===== src/rtl/uart_axis_cfg.sv =====
// Parametrised AXI-stream UART with per-word error flags, overrun pulse and internal loopback.
// TX and RX are independent bit-timed FSMs; the RX source is muxed ahead of a 2-flop synchroniser.
module uart_axis_cfg #(
  parameter int DATA_WIDTH   = 8,
  parameter int CLKS_PER_BIT = 868,
  parameter int PARITY       = 0,
  parameter int STOP_BITS    = 1
) (
  input  logic                  aclk,
  input  logic                  arst,
  input  logic [DATA_WIDTH-1:0] s_data_tdata,
  input  logic                  s_data_tvalid,
  output logic                  s_data_tready,
  output logic [DATA_WIDTH-1:0] m_data_tdata,
  output logic                  m_data_tvalid,
  input  logic                  m_data_tready,
  output logic [1:0]            m_data_tuser,
  output logic                  overrun,
  input  logic                  loopback,
  input  logic                  rx,
  output logic                  tx
);
  localparam int TW = $clog2(CLKS_PER_BIT);
  localparam int IW = $clog2(DATA_WIDTH + 1);
  localparam logic [TW-1:0] T_BIT  = TW'(CLKS_PER_BIT - 1);
  localparam logic [TW-1:0] T_HALF = TW'(CLKS_PER_BIT / 2 - 1);
  localparam logic [IW-1:0] I_LAST = IW'(DATA_WIDTH - 1);
  localparam logic [IW-1:0] I_STOP = IW'(STOP_BITS - 1);

  typedef enum logic [2:0] {S_IDLE, S_START, S_DATA, S_PAR, S_STOP} state_e;

  state_e                tx_st_q;
  logic [TW-1:0]         tx_tmr_q;
  logic [IW-1:0]         tx_idx_q;
  logic [DATA_WIDTH-1:0] tx_sh_q;
  logic                  tx_par_q, tx_q, tready_q;

  // Start bit is driven on the accepting edge, so the frame begins with zero latency.
  always_ff @(posedge aclk or posedge arst) begin
    if (arst) begin
      tx_st_q  <= S_IDLE;
      tx_tmr_q <= '0;
      tx_idx_q <= '0;
      tx_sh_q  <= '0;
      tx_par_q <= 1'b0;
      tx_q     <= 1'b1;
      tready_q <= 1'b1;
    end else begin
      case (tx_st_q)
        S_IDLE: if (s_data_tvalid && tready_q) begin
          tx_sh_q  <= s_data_tdata;
          tx_par_q <= (PARITY == 1) ? ~^s_data_tdata : ^s_data_tdata;
          tx_q     <= 1'b0;
          tready_q <= 1'b0;
          tx_tmr_q <= T_BIT;
          tx_st_q  <= S_START;
        end
        S_START: if (tx_tmr_q == '0) begin
          tx_tmr_q <= T_BIT;
          tx_idx_q <= '0;
          tx_q     <= tx_sh_q[0];
          tx_sh_q  <= tx_sh_q >> 1;
          tx_st_q  <= S_DATA;
        end else tx_tmr_q <= tx_tmr_q - 1'b1;
        S_DATA: if (tx_tmr_q == '0) begin
          tx_tmr_q <= T_BIT;
          if (tx_idx_q == I_LAST) begin
            tx_idx_q <= '0;
            tx_q     <= (PARITY != 0) ? tx_par_q : 1'b1;
            tx_st_q  <= (PARITY != 0) ? S_PAR : S_STOP;
          end else begin
            tx_idx_q <= tx_idx_q + 1'b1;
            tx_q     <= tx_sh_q[0];
            tx_sh_q  <= tx_sh_q >> 1;
          end
        end else tx_tmr_q <= tx_tmr_q - 1'b1;
        S_PAR: if (tx_tmr_q == '0) begin
          tx_tmr_q <= T_BIT;
          tx_q     <= 1'b1;
          tx_st_q  <= S_STOP;
        end else tx_tmr_q <= tx_tmr_q - 1'b1;
        S_STOP: if (tx_tmr_q == '0) begin
          if (tx_idx_q == I_STOP) begin
            tx_idx_q <= '0;
            tready_q <= 1'b1;
            tx_st_q  <= S_IDLE;
          end else begin
            tx_idx_q <= tx_idx_q + 1'b1;
            tx_tmr_q <= T_BIT;
          end
        end else tx_tmr_q <= tx_tmr_q - 1'b1;
        default: tx_st_q <= S_IDLE;
      endcase
    end
  end

  assign tx            = loopback ? 1'b1 : tx_q;
  assign s_data_tready = tready_q;

  logic rx_src, sync1_q, sync2_q;
  assign rx_src = loopback ? tx_q : rx;

  always_ff @(posedge aclk or posedge arst) begin
    if (arst) begin
      sync1_q <= 1'b1;
      sync2_q <= 1'b1;
    end else begin
      sync1_q <= rx_src;
      sync2_q <= sync1_q;
    end
  end

  state_e                rx_st_q;
  logic [TW-1:0]         rx_tmr_q;
  logic [IW-1:0]         rx_idx_q;
  logic [DATA_WIDTH-1:0] rx_sh_q, m_tdata_q;
  logic [1:0]            m_tuser_q;
  logic                  rx_perr_q, m_tvalid_q, ovr_q;

  always_ff @(posedge aclk or posedge arst) begin
    if (arst) begin
      rx_st_q    <= S_IDLE;
      rx_tmr_q   <= '0;
      rx_idx_q   <= '0;
      rx_sh_q    <= '0;
      rx_perr_q  <= 1'b0;
      m_tdata_q  <= '0;
      m_tuser_q  <= '0;
      m_tvalid_q <= 1'b0;
      ovr_q      <= 1'b0;
    end else begin
      ovr_q <= 1'b0;
      if (m_tvalid_q && m_data_tready) m_tvalid_q <= 1'b0;
      case (rx_st_q)
        S_IDLE: begin
          rx_perr_q <= 1'b0;
          if (!sync2_q) begin
            rx_tmr_q <= T_HALF;
            rx_st_q  <= S_START;
          end
        end
        S_START: if (rx_tmr_q == '0) begin
          rx_tmr_q <= T_BIT;
          rx_idx_q <= '0;
          rx_st_q  <= sync2_q ? S_IDLE : S_DATA;
        end else rx_tmr_q <= rx_tmr_q - 1'b1;
        S_DATA: if (rx_tmr_q == '0) begin
          rx_tmr_q <= T_BIT;
          rx_sh_q  <= {sync2_q, rx_sh_q[DATA_WIDTH-1:1]};
          if (rx_idx_q == I_LAST) rx_st_q <= (PARITY != 0) ? S_PAR : S_STOP;
          else rx_idx_q <= rx_idx_q + 1'b1;
        end else rx_tmr_q <= rx_tmr_q - 1'b1;
        S_PAR: if (rx_tmr_q == '0) begin
          rx_tmr_q  <= T_BIT;
          rx_perr_q <= sync2_q != ((PARITY == 1) ? ~^rx_sh_q : ^rx_sh_q);
          rx_st_q   <= S_STOP;
        end else rx_tmr_q <= rx_tmr_q - 1'b1;
        // Only the first stop bit is sampled; a held word blocks the new one.
        S_STOP: if (rx_tmr_q == '0) begin
          rx_st_q <= S_IDLE;
          if (!m_tvalid_q || m_data_tready) begin
            m_tdata_q  <= rx_sh_q;
            m_tuser_q  <= {~sync2_q, rx_perr_q};
            m_tvalid_q <= 1'b1;
          end else ovr_q <= 1'b1;
        end else rx_tmr_q <= rx_tmr_q - 1'b1;
        default: rx_st_q <= S_IDLE;
      endcase
    end
  end

  assign m_data_tdata  = m_tdata_q;
  assign m_data_tuser  = m_tuser_q;
  assign m_data_tvalid = m_tvalid_q;
  assign overrun       = ovr_q;
endmodule

===== config.mk =====
export PLATFORM = sky130hd
export DESIGN_NAME = uart_axis_cfg
export DESIGN_NICKNAME = d
export VERILOG_FILES = /design/src/rtl/uart_axis_cfg.sv
export SDC_FILE = /design/constraint.sdc
export NUM_CORES = 1
export LEC_CHECK = 0
export CAP_MARGIN = 25
export CORE_ASPECT_RATIO = 2
export CORE_UTILIZATION = 35
export DETAILED_ROUTE_END_ITERATION = 12
export PLACE_DENSITY_LB_ADDON = 0.1
export SLEW_MARGIN = 10
export SYNTH_ARGS = -nofsm -noshare
export SYNTH_HDL_FRONTEND = slang
export SYNTH_SLANG_ARGS = --single-unit

===== constraint.sdc =====
create_clock -name aclk -period 2.5 [get_ports aclk]
set_clock_uncertainty 0.1 [all_clocks]
set_input_delay 0.625 -clock aclk [delete_from_list [all_inputs] [get_ports aclk]]
set_output_delay 0.625 -clock aclk [all_outputs]
set_load 0.01 [all_outputs]

# Word-level counts from Yosys, hierarchy flattened
# Cells that the tools add are included.
# totals
register_bits,67
latchBits,0
ramBits,0
rom_bits,0
output_inout_bits,14
word_cells,142
memories,0
# classes
n_addsub,4
mul,0
div,0
order_cmp,0
n_eq_ne,28
n_shift,0
mux,60
n_bitwise,1
n_reduce_logical,32
# ops
op,n
10-bit two-way mux,7
10-bit case mux with 3 select lines,2
3-bit two-way mux,13
4-bit two-way mux,8
8-bit two-way mux,4
"2-bit != test, second input constant",16
3-bit case mux with 5 select lines,2
8-bit case mux with 3 select lines,1
10-bit logical NOT,2
"10-bit by 1-bit subtractor with 10-bit output, second input constant",2
1-bit two-way mux,17
"3-bit by 2-bit == test with 1-bit output, second input constant",4
4-bit case mux with 3 select lines,1
4-bit AND reduction,3
3-bit nonzero test,4
5-bit AND reduction,2
3-bit AND reduction,3
"4-bit by 1-bit adder with 4-bit output, second input constant",2
"4-bit by 3-bit == test with 1-bit output, second input constant",2
4-bit case mux with 2 select lines,1
8-bit parity,1
7-bit AND reduction,1
"3-bit by 1-bit == test with 1-bit output, second input constant",2
"3-bit == test, second input constant",2
other kinds (16),23

# Longest topological paths before layout
# Gate-level depths: netlist (run 1).
# logic_depth
depth_word,5
mapped_depth,8
mapped_depth_nobuf,7

# Worst setup path after synthesis (run 1)
# OpenSTA, ideal clock, no wires.
# synth_path
path_kind,flip-flop to flip-flop
start,register rx_tmr_q[5]
end,register m_tdata_q[0] (netlist: m_data_tdata[0])
setup_ns,0.125
t_arrival_ns,2.114
slack_ns,0.162
path_stages_with_launch,7
path_buffers,2
cell_sequence,dfrtp_1 > or4_1 > buf_2 > or3_4 > nor3b_2 > buf_4 > mux2_2
# synth_via
elab_chain_cells,2
# synth_rtl
item,line_no,source
from (decl),114,logic [TW-1:0] rx_tmr_q;
from (signal assigned),146,end else rx_tmr_q <= rx_tmr_q - 1'b1;
from (signal assigned),152,end else rx_tmr_q <= rx_tmr_q - 1'b1;
from (signal assigned),157,end else rx_tmr_q <= rx_tmr_q - 1'b1;
10-bit logical NOT,159,S_STOP: if (rx_tmr_q == '0) begin
3-bit AND reduction (no line),-,
to (signal assigned),162,m_tdata_q <= rx_sh_q;
to (decl),116,"logic [DATA_WIDTH-1:0] rx_sh_q, m_tdata_q;"
# Every way passes these cells.
# A chain may end at the register's enable or synchronous reset.

# Worst setup path after layout (run 1)
# layout_path
start,input port loopback
end,output port tx
# layout_via
elab_chain_cells,1
# layout_rtl
item,line_no,source
from (decl),19,"input logic loopback,"
1-bit two-way mux,97,assign tx = loopback ? 1'b1 : tx_q;
to (decl),21,output logic tx
# Every way passes these cells.

==> impl_results.md, run 1 <==
* Htree depth at 3
* Pwr/cell area at around 570 nW/um^2
* Vias in the first global route at between 2000 and 3000
* Area Overhead vs Synth at 26.1%
* Remaining DRCs at 0
* Fill count at about 1000
* Max cap viols at 0
* Crit share post-route at between 90% and 100%
* Via density at roughly 5.2
* R2R depth at 5
* Post-synthesis sequential area ratio at 47.1%
* Clock Latency Late Sink at ~0.33 ns
* RSZ-0062 raised after global routing: false
* Startpoint Class: input port
* Post-DRT Antenna Nets at 0
* Die area at 10600 sq um
* Initial antenna violation count at 0
* Antenna Cells at 0
* Post-synth ARST share at 100%
* Final nets at 433
* Flop-to-flop setup slack at approximately 0.19 ns
* CTS clk-pin slew, worst paths at 0.06 ns
* Hold path depth at 0
* Register area at ~1700 sq um
* DRT Pass-1 Iters at 4
* Status: finished clean
* Synth Area per Inst at 9.84 sq um
* Maximum number of pins on one net before global-route repair at just under 70
* Max Fclk at 430 MHz
* Total track usage at 17.7%
* Static Leak at 1.97 nW
* Worst r2r dst: m_data_tdata[2]
* Most frequent cells in the layout: dfrtp_1 (63), nor2_1 (34), buf_4 (27)
* Worst r2r src: rx_tmr_q[5]
* I/O pin cnt at 28
* Hold buffers post-CTS at 0
* CTS tree: yes
* Fin. Hold Viols at 0
* CP max stage delay at approximately 0.42 ns
* Clk root buf: clkbuf_16
* Die width at 73.4 um
* Hold Crit Class: reg2reg
* Layout cell share with drive strength beyond 1 at 19.4%
* CTS Buffer Depth at 2
* Critical path peak fanout at 2
* Synthesized area at 3570 sq um
* Least-Margin Pin Slew at between 0.4 and 0.5 ns
* Crit path max-delay cell type: clkdlybuf4s50_1
* Initial core utilization at approximately 36%
* CTS Sinks at 67
* Row count at 51
* Total CTS buffers at 9
* Net Count, Synth at 384
* Crit-path cells: clkdlybuf4s50_1 > or2_2 > dlygate4sd2_1
* Final Slew Violations at 0
* Final setup vio count at 0
* DR iter-0 viols at 138
* Worst Setup SP: loopback
* Synth Instances at approximately 360
* Crit path time final at about 2.3 ns
* Ys flop type: dfrtp_1
* Hold path start: sync1_q
* Slew headroom at about two thirds
* First-pass GRT wire length at around 14000 um
* Synthesized flop and latch total at 67
* Most common cell after layout, fill and taps aside: dfrtp_1
* Area of the multi-input gates at approximately 1800 sq um
* Die height at ~140 um
* Crit end category: output port
* Worst setup path class: in2out
* Total power at between 2 and 3 mW
* Required @ worst endpoint at about 1.8 ns
* Postcts setup bufs at 0
* Routability Congestion at ~0.8
* Library cells used by synthesis at slightly below 60
* WL/cell at about 15 um
* Hold endpoint: sync2_q
* Via count at about 2900
* Post-synth EDFFs at 0
* Routed wire length at 8300 um
* Post-detail-place hpwl at between 6000 and 7000 um
* Gr ovfl total at 0
* Warnings from Yosys at 0
* Core area at between 9000 and 10000 sq um
* WP data arrival at between 1.5 and 2 ns
* WHS at about 0.25 ns
* VDD IR max at between 400 and 500 uV
* Count of input and output buffers at 27
==> flip-flops by register name, summed over array words and instances, names as in the netlist, 2 cells and up <==
name	cells
tx_tmr_q	10
tx_sh_q	8
rx_sh_q	8
m_data_tuser	2
m_data_tdata	8
tx_idx_q	4
tx_st_q	3
rx_tmr_q	10
rx_st_q	3
rx_idx_q	4
==> power breakdown <==
part | internal [mW] | switching (mW)
clock | 0.906 | 0.474
sequential | 1.09 | 0.00580
combinational | 0.0326 | 0.0325
total | 2.03 | 0.512
==> Yosys cell counts (all sizes together), types with 9 or more instances <==
master,instances,area [sq um]
dfrtp,63,1580
nor2,34,128
nand2,27,104
a21oi,25,125
o21ai,24,124
mux2,19,214
clkbuf,13,48.8
inv,13,48.8
nand3,13,65.1
xnor2,13,114
mux2i,10,100
nor3,10,50.1
nand2b,9,56.3
==> critical path: cells and delay by family <==
kind | cells | cell delay, ns
buffers and inverters | 2 | 0.70
and+or+nand+nor | 1 | 0.27
==> how the worst max path moves through the flow <==
stage | slack [ns] | cells after the start | end
after floorplan | 0.1 | 1 | m_data_tdata[0]
after global placement | -0.01 | 3 | tx
after detailed placement | -0.02 | 3 | tx
after CTS | 0.09 | 8 | tx_tmr_q[5]
after global routing | 0.07 | 8 | tx_tmr_q[5]
final | 0.18 | 3 | tx
==> routing by layer <==
metal  vias up  routed length, um  global-route usage (%)
met5         -                  0                       0
li1       1402                  -                       -
met2        33               4790                    33.5
met3        12                176                    3.32
met1      1413               3160                    18.3
met4         0                179                    8.20
==> repair_timing <==
item                                    CTS  global route
endpoints found under the setup margin    1            13
resized for setup                         1             4
pin swaps                                 0             1
==> through the flow <==
stage / area (sq um) / util [%] / setup TNS, ns / worst slack, ns / cells
3_5_place_dp: 4160 / 42.3 / -0.0165 / -0.0165 / 533
4_1_cts: 4490 / 45.7 / 0 / 0.0879 / 549
5_1_grt: 4500 / 45.8 / 0 / 0.0714 / 549
3_3_place_gp: 4160 / 42.3 / -0.0127 / -0.0127 / 533
6_report: 4500 / 45.8 / 0 / 0.175 / 549
2_1_floorplan: 3570 / - / 0 / 0.0985 / 363
==> kinds of logic (layout without fill, tap and decap cells) <==
family                   count (synthesis)  in the layout  synth area share [%]
flip-flops                              67             67                  47.1
buffers and inverters                   30             84                  3.36
AND/OR/NAND/NOR                        129            129                  19.1
AO/OA/AOI/OAI                           85             85                  15.3
multiplexers                            29             29                  8.79
XOR/XNOR                                16             16                  3.92
adder cells (fa/ha/maj)                  7              7                  2.45
==> cell type report <==
cell class | instances | share of cell area (%)
tap | 132 | 3.67
clock buffer | 11 | 5.39
clock inverter | 5 | 1.92
inverter | 13 | 1.08
sequential | 67 | 37.3
multi-input combinational | 266 | 39.7
timing repair buffer | 55 | 10.9
(Power assumes the default switching activity.)
==> inputs of run 2 (changes only) <==
--- a/config.mk
+++ b/config.mk
@@ -9,7 +9,7 @@
 export CORE_ASPECT_RATIO = 2
 export CORE_UTILIZATION = 35
 export DETAILED_ROUTE_END_ITERATION = 12
-export PLACE_DENSITY_LB_ADDON = 0.1
+export PLACE_DENSITY = 0.6
 export SLEW_MARGIN = 10
 export SYNTH_ARGS = -nofsm -noshare
 export SYNTH_HDL_FRONTEND = slang
==> impl_results.md, run 2 (same netlist as run 1, synthesis figures left out) <==
* Status: finished clean
* Design area at around 4500 sq um
* Least-Margin Pin Slew at ~0.66 ns
* Startpoint Class: register
* Initial core utilization at between 30% and 40%
* VDD IR max at roughly 350 uV
* First-pass GRT wire length at 13300 um
* Post-detail-place hpwl at around 5700 um
* CTS clk-pin slew, worst paths at approximately 0.05 ns
* Die width at between 70 and 80 um
* Area Overhead vs Synth at 24.6%
* Initial antenna violation count at 0
* Layout cell share with drive strength beyond 1 at around 18%
* Placed cell areas at between 4000 and 5000 sq um
* Post-placement cell count at approximately 530
* DRT Pass-1 Iters at 6
* Clock Latency Late Sink at approximately 0.33 ns
* Clk root buf: clkbuf_16
* Post-DRT Antenna Nets at 0
* Remaining DRCs at 0
* Worst setup path class: reg2reg
* CTS Buffer Depth at 2
* Fill count at between 900 and 1000
* Hold Crit Class: reg2reg
* WL/cell at 14.4 um
* RSZ-0062 raised after global routing: false
* Core area at just under 10000 sq um
* Routability Congestion at between 0.8 and 0.9
* Crit path time final at approximately 2.4 ns
* Register area at 1680 sq um
* Most frequent cells in the layout: dfrtp_1 (63), nor2_1 (34), nand2_1 (26), clkdlybuf4s50_1 (26), a21oi_1 (25)
* Worst r2r dst: rx_idx_q[3]
* Hold path depth at 0
* Critical path peak fanout at 6
* Area of the multi-input gates at 1770 sq um
* Postcts setup bufs at 0
* Flop-to-flop setup slack at ~0.12 ns
* Final WS setup at 0.121 ns
* R2R depth at 6
* Count of input and output buffers at 27
* Biggest regs: rx_tmr_q: 10 flops, tx_tmr_q: 10 flops
* Final setup vio count at 0
* Hold path start: sync1_q
* Routed wire length at roughly 8000 um
* Most common cell after layout, fill and taps aside: dfrtp_1
* Crit share post-route at between 90% and 100%
* CTS Sinks at 67
* Via count at between 2000 and 3000
* Final Slew Violations at 0
* DR iter-0 viols at 215
* Antenna Cells at 0
* Die area at 10600 sq um
* Slew headroom at approximately 56%
* Pre-CTS setup slack at -0.00955 ns
* Hold buffers post-CTS at 0
* Total track usage at between 10% and 20%
* Final nets at about 430
* Required @ worst endpoint at around 2.7 ns
* Pwr/cell area at between 500 and 600 nW/um^2
* WP data arrival at between 2 and 3 ns
* Total CTS buffers at 9
* Maximum number of pins on one net before global-route repair at 68
* CTS tree: yes
* Hold endpoint: sync2_q
* Fin. Hold Viols at 0
* Crit end category: register
* Static Leak at about 1.9 nW
* I/O pin cnt at 28
* Max cap viols at 0
* Vias in the first global route at around 2900
* Htree depth at 3
* Via density at roughly 5.2
* WHS at 0.252 ns
* Die height at 145 um
* Layout Cells excl Fill at 544
* Total power at roughly 2.5 mW
* Row count at between 50 and 60
* Max Fclk at about 420 MHz
* Worst r2r src: rx_tmr_q[5]
* Gr ovfl total at 0
run 2: power by group:
part	internal (mW)	total, mW	leakage [nW]	switching [mW]
sequential	1.10	1.10	0.838	0.00593
combinational	0.0316	0.0638	0.937	0.0323
clock	0.925	1.38	0.159	0.453
run 2: worst max-delay path, stage by stage (launching register included):
cell	delay (ns)
dfrtp_1	0.42
or4_1	0.59
buf_4	0.19
nor4_4	0.27
o21ai_2	0.14
or4_1	0.51
nand3_1	0.10
run 2: what timing repair did:
| action | 4_1_cts | 5_1_grt |
|---|---|---|
| gates resized for setup | 1 | 1 |
| endpoints found under the setup margin | 1 | 1 |
| cloned | 0 | 0 |
run 2: layout make-up:
| class | count | area share, % |
|---|---|---|
| Sequential cell | 67 | 37.8 |
| Clock inverter | 4 | 1.63 |
| Clock buffer | 12 | 5.76 |
| Timing Repair Buffer | 50 | 10.2 |
| Tap cell | 132 | 3.71 |
| Inverter | 13 | 1.10 |
| Multi-Input combinational cell | 266 | 39.8 |
run 2: metal layers:
layer | GRT usage (%) | up-vias | part of all wire (%)
li1 | - | 1387 | -
met1 | 16.9 | 1377 | 38
met2 | 30.8 | 66 | 57
met3 | 3.12 | 17 | 2.7
met4 | 7.19 | 0 | 2.6
met5 | 0 | - | 0
run 2: worst max path at each step:
| stage | end | slack [ns] | depth (start not counted) | startpoint |
|---|---|---|---|---|
| after floorplan | m_data_tdata[0] | 0.1 | 1 | arst |
| after global placement | tx | -0.01 | 3 | loopback |
| after detailed placement | tx | -0.01 | 3 | loopback |
| after CTS | m_data_tdata[0] | 0.12 | 5 | rx_tmr_q[5] |
| after global routing | rx_idx_q[3] | 0.007 | 6 | rx_tmr_q[5] |
| final | rx_idx_q[3] | 0.12 | 6 | rx_tmr_q[5] |
run 2: per-stage QoR:
step	util, %	setup TNS, ns
global route	45.3	0
global placement	41.9	-0.0138
CTS	45.3	0
floorplan	-	0
detailed placement	41.9	-0.00955
finish	45.3	0
==> inputs of run 3 (changes only) <==
--- a/config.mk
+++ b/config.mk
@@ -10,7 +10,8 @@
 export CORE_UTILIZATION = 35
 export DETAILED_ROUTE_END_ITERATION = 12
 export PLACE_DENSITY = 0.6
-export SLEW_MARGIN = 10
+export REMOVE_ABC_BUFFERS = 1
+export SLEW_MARGIN = 20
 export SYNTH_ARGS = -nofsm -noshare
 export SYNTH_HDL_FRONTEND = slang
 export SYNTH_SLANG_ARGS = --single-unit
==> impl_results.md, run 3 (same netlist as run 1, synthesis figures left out) <==
* Routed length on met3 at roughly 170 um
* First-pass GRT wire length at around 13000 um
* R2R depth at 5
* DRT Pass-1 Iters at 4
* Count of input and output buffers at 27
* DR top layer: met4
* DR iter-0 viols at ~190
* Core area at 9830 sq um
* Biggest regs: rx_tmr_q: 10 flops, tx_tmr_q: 10 flops
* Pwr/cell area at roughly 540 nW/um^2
* Max Fclk at roughly 420 MHz
* Status: finished clean
* Critical Path Sink: m_data_tdata[3]
* Post-DRT Antenna Nets at 0
* Routability Congestion at between 0.8 and 0.9
* Htree depth at 3
* VDD IR max at between 300 and 400 uV
* Worst r2r dst: m_data_tdata[3]
* Most common cell after layout, fill and taps aside: dfrtp_1
* CTS tree: yes
* Worst setup path class: reg2reg
* Area Overhead vs Synth at 24.0%
* Final Slew Violations at 0
* Max cap viols at 0
* Flop-to-flop setup slack at 0.11 ns
* Most frequent cells in the layout: dfrtp_1 (63), nor2_1 (34), nand2_1 (26), clkdlybuf4s50_1 (26), a21oi_1 (25)
* Worst r2r src: rx_tmr_q[5]
* Initial antenna violation count at 0
* Routed wire length at about 7900 um
* Via count at between 2000 and 3000
* Required @ worst endpoint at about 2.6 ns
* CTS Buffer Depth at 2
* Clock Latency Late Sink at ~0.33 ns
* Post-placement cell count at 528
* Final nets at ~430
* Crit end category: register
* Static Leak at approximately 1.9 nW
* WL/cell at roughly 15 um
* Die height at approximately 140 um
* Crit path time final at 2.39 ns
* CP max stage delay at 0.60 ns
* Remaining DRCs at 0
* Startpoint Class: register
* Crit-path cells: or4_1 > or3_4 > nor3b_2 > buf_4 > mux2_2
* Postcts setup bufs at 0
* Least-Margin Pin Slew at 0.731 ns
* Fin. Hold Viols at 0
* Row count at just over 50
* Die area at 10600 sq um
* CTS clk-pin slew, worst paths at around 0.06 ns
* Layout cell share with drive strength beyond 1 at between 10% and 20%
* Slew headroom at 50.9%
* CTS Sinks at 67
* Initial core utilization at approximately 36%
* Total track usage at about 16%
* Via density at slightly above 5
* Clk root buf: clkbuf_16
* I/O pin cnt at 28
* Total power at 2.41 mW
* Antenna Cells at 0
* Critical path peak fanout at 10
* Fill count at just under 1000
* Gr ovfl total at 0
* Post-detail-place hpwl at a little under 6000 um
* Total CTS buffers at 9
* Hold buffers post-CTS at 0
* Hold Crit Class: reg2reg
* Layout Cells excl Fill at approximately 540
* DR WL met2 at 4440 um
* Vias in the first global route at between 2000 and 3000
* RSZ-0062 raised after global routing: false
* Metal1 wirelength at 3050 um
* Final setup vio count at 0
* Maximum number of pins on one net before global-route repair at 29
* Worst Setup SP: rx_tmr_q[5]
* WP data arrival at 2.50 ns
* Die width at approximately 73 um
* Crit path max-delay cell type: or4_1
* Crit share post-route at a little over nine tenths
[run 3: changes by cell type in the layout (fill, tap and decap cells not counted), sizes merged]
cell      previous run  this run
clkinvlp             1         2
clkinv               1         3
bufinv               2         1
clkbuf              12         9
[run 3: where the power goes]
group | internal [mW] | switching, mW | total, mW
Clock | 0.767 | 0.471 | 1.24
Combinational | 0.0344 | 0.0327 | 0.0671
Sequential | 1.09 | 0.00591 | 1.10
Total | 1.90 | 0.510 | 2.41
[run 3: area by class of cell]
class	count	area (sq um)	area share [%]
clock inverters	6	67.6	1.53
flip-flops and latches	67	1680	38.0
repair buffers	50	467	10.5
clock buffers	9	225	5.08
well taps	132	165	3.73
inverters	13	48.8	1.10
multi-input cells	266	1770	40.1
[run 3: worst min-delay path by stage]
stage / cells after the start / endpoint / startpoint / slack [ns]
finish: 0 / sync2_q / sync1_q / 0.26
global placement: 0 / sync2_q / sync1_q / 0.25
CTS: 0 / sync2_q / sync1_q / 0.26
floorplan: 0 / sync2_q / sync1_q / 0.25
detailed placement: 0 / sync2_q / sync1_q / 0.25
global route: 0 / sync2_q / sync1_q / 0.27
[run 3: worst max-delay path: cells and delay by family, from the launching register on]
kind,cells,cell delay (ns)
muxes,1,0.35
and+or+nand+nor,3,1.18
buffers and inverters,1,0.21
DFF,1,0.42
[run 3: through the flow]
| step | instance area [sq um] | setup WS, ns | hold WS [ns] | TNS, ns | utilization, % |
|---|---|---|---|---|---|
| 6_report | 4430 | 0.108 | 0.260 | 0 | 45.1 |
| 5_1_grt | 4430 | 0.00658 | 0.266 | 0 | 45.1 |
| 4_1_cts | 4430 | 0.0991 | 0.264 | 0 | 45.0 |
| 3_5_place_dp | 4130 | -0.0126 | 0.253 | -0.0126 | 42.1 |
| 3_3_place_gp | 4130 | -0.0185 | 0.245 | -0.0185 | 42.1 |
| 2_1_floorplan | 3500 | -0.153 | 0.245 | -1.40 | - |
[run 3: layer usage]
metal / GRT usage, % / up-vias
li1: - / 1394
met1: 16.4 / 1362
met2: 31.6 / 45
met3: 3.05 / 17
met4: 7.69 / 0
met5: 0 / -
[run 3: repair_timing]
item,CTS,global route
setup endpoints to repair,1,1
resized for setup,1,1
hold endpoints to repair,0,0
==> edit: new RTL, flow settings as in run 3 <==
The parameter `DATA_WIDTH` goes from 8 to 4.
--- a/src/rtl/uart_axis_cfg.sv
+++ b/src/rtl/uart_axis_cfg.sv
@@ -2,5 +2,5 @@
 // TX and RX are independent bit-timed FSMs; the RX source is muxed ahead of a 2-flop synchroniser.
 module uart_axis_cfg #(
-  parameter int DATA_WIDTH   = 8,
+  parameter int DATA_WIDTH   = 4,
   parameter int CLKS_PER_BIT = 868,
   parameter int PARITY       = 0,
Interface: changed (resized m_data_tdata and s_data_tdata); port bits go from 28 to 20. The function was not compared with the original's and may differ.
==> edit against run 3 <==
Via count shrank 15%; register-to-register slack better by 0.19 ns; sequential cell count decreased by 14; worst setup slack better by 0.076 ns; wire length fell by 15%; area after synthesis down 15%; cell area shrank 20%; final cell count shrank 20%; critical path type is now in -> out.
Power is not compared: it rests on default switching activity, and its combinational part moved more than twofold at a synthesized area within 25%.
==> edit: results (changes against run 3) <==
[critical_path]
ff2ff_setup_slack_ns = 0.30  ; was 0.11 ns
worst_ep_arrival_time_ns = 1.59  ; was 2.50 ns
r2r-start = rx_tmr_q[0]$_DFFE_PP0P_  ; was rx_tmr_q[5]$_DFFE_PP0P_
cell_with_the_largest_stage_delay_on_the_worst_path = sky130_fd_sc_hd__clkdlybuf4s50_1  ; was sky130_fd_sc_hd__or4_1
cp-startpoint = loopback  ; was rx_tmr_q[5]$_DFFE_PP0P_
path_delay_family = buffers and inverters  ; was simple AND/OR/NAND/NOR gates
slowest_delay_ns = 0.42  ; was 0.60 ns
timing.critical_path.to = tx  ; was m_data_tdata[3]$_DFFE_PP0P_
worst_setup_path_end_kind = primary output  ; was flop
worst-path-max-fanout = 2  ; was 10

[clock_network]
cts_made_buffers = 5  ; was 9
htree_num_levels = 2  ; was 3
worstSkewPairLatency_ns = 0.29  ; was 0.33 ns

[finish]
post_route_cells_drive_above_1_share_pct = 18.8  ; was 18.0%
layout.nets = 355  ; was 428

[synth]
seq_area_frac_synth_pct = 43.6  ; was 47.1%
post_synth_inst_count = 307  ; was 363
cell_types_with_the_largest_area_share_after_synthesis = sky130_fd_sc_hd__dfrtp_1 (40%), sky130_fd_sc_hd__mux2_2 (5.2%), sky130_fd_sc_hd__ha_1 (4.1%), sky130_fd_sc_hd__dfstp_2 (3.4%), sky130_fd_sc_hd__nand2_1 (3.3%)  ; was sky130_fd_sc_hd__dfrtp_1 (44%), sky130_fd_sc_hd__mux2_2 (6.0%), sky130_fd_sc_hd__nor2_1 (3.6%), sky130_fd_sc_hd__a21oi_1 (3.5%), sky130_fd_sc_hd__xnor2_1 (3.2%)
post_synth_most_frequent_cells = sky130_fd_sc_hd__dfrtp_1 (49), sky130_fd_sc_hd__nand2_1 (27), sky130_fd_sc_hd__nor2_1 (25)  ; was sky130_fd_sc_hd__dfrtp_1 (63), sky130_fd_sc_hd__nor2_1 (34), sky130_fd_sc_hd__nand2_1 (26)

[place]
globalplace.congestion = 0.830  ; was 0.808
detailedPlacementHpwl_microns = 5180  ; was 5890 microns
post_dp_cell_area_sq_um = 3410  ; was 4130 sq um
instance_count_after_placement_with_tap_cells_included = 426  ; was 528
pre_cts_ws_ns = -0.0312  ; was -0.0126 ns

[global_routing]
grt_start_max_net_pins = 54  ; was 29
grt_pass1_wl_microns = 11600  ; was 13400 microns
grt_pass1_vias = 2527  ; was 2943

[routing]
routed-via-count = 2396  ; was 2818
vias_per_cell = 5.52  ; was 5.19
routed_wire_length_per_instance_microns = 15.5  ; was 14.5 microns
detailed_route_iter0_violations = 155  ; was 191

[sta]
max_slew_margin_pct = 51.9  ; was 50.9%

[status]
status = finished, final reports clean  ; unchanged

-- edit: changes by cell type in the layout (fill, tap and decap cells not counted), sizes merged, moves of 5 or more --
cell           before  now
a21oi              25   13
buf                23   13
clkdlybuf4s50      26   18
dfrtp              63   49
inv                13   18
mux2i              10    2
nor2               34   26
xnor2              13    5
-- edit: metal layers --
layer / wire length [microns] / global-route usage, % / vias up
met5: 0 / 0 / -
met4: 364 / 10.5 / 0
met3: 124 / 3.15 / 28
met2: 3840 / 29.9 / 39
met1: 2390 / 16.8 / 1167
li1: - / - / 1162
-- edit: kinds of logic after synthesis --
| group | share of synthesized area, % |
|---|---|
| adders and majority gates | 4.10 |
| AOI/OAI and AO/OA | 15.8 |
| DFF | 43.6 |
| and+or+nand+nor | 20.7 |
| muxes | 8.28 |
| buffers and inverters | 4.43 |
| xor gates and xnor gates | 3.16 |
-- edit: area by class of cell --
cell class,count,area (sq um)
Timing Repair Buffer,32,299
Multi-Input combinational cell,225,1590
Tap cell,98,123
Clock inverter,1,5.00
Fill cell,820,4790
Clock buffer,7,153
Sequential cell,53,1330
Inverter,18,67.6
-- edit: timing repair --
item	in CTS	in global routing
gates resized for setup	1	0
setup endpoints to repair	1	0
hold endpoints to repair	0	0
-- edit: power by group --
| group | total [mW] | internal (mW) | leakage, nW | switching, mW |
|---|---|---|---|---|
| combinational | 0.374 | 0.192 | 0.732 | 0.183 |
| sequential | 1.10 | 0.970 | 0.664 | 0.129 |
| clock | 0.723 | 0.424 | 0.0799 | 0.298 |
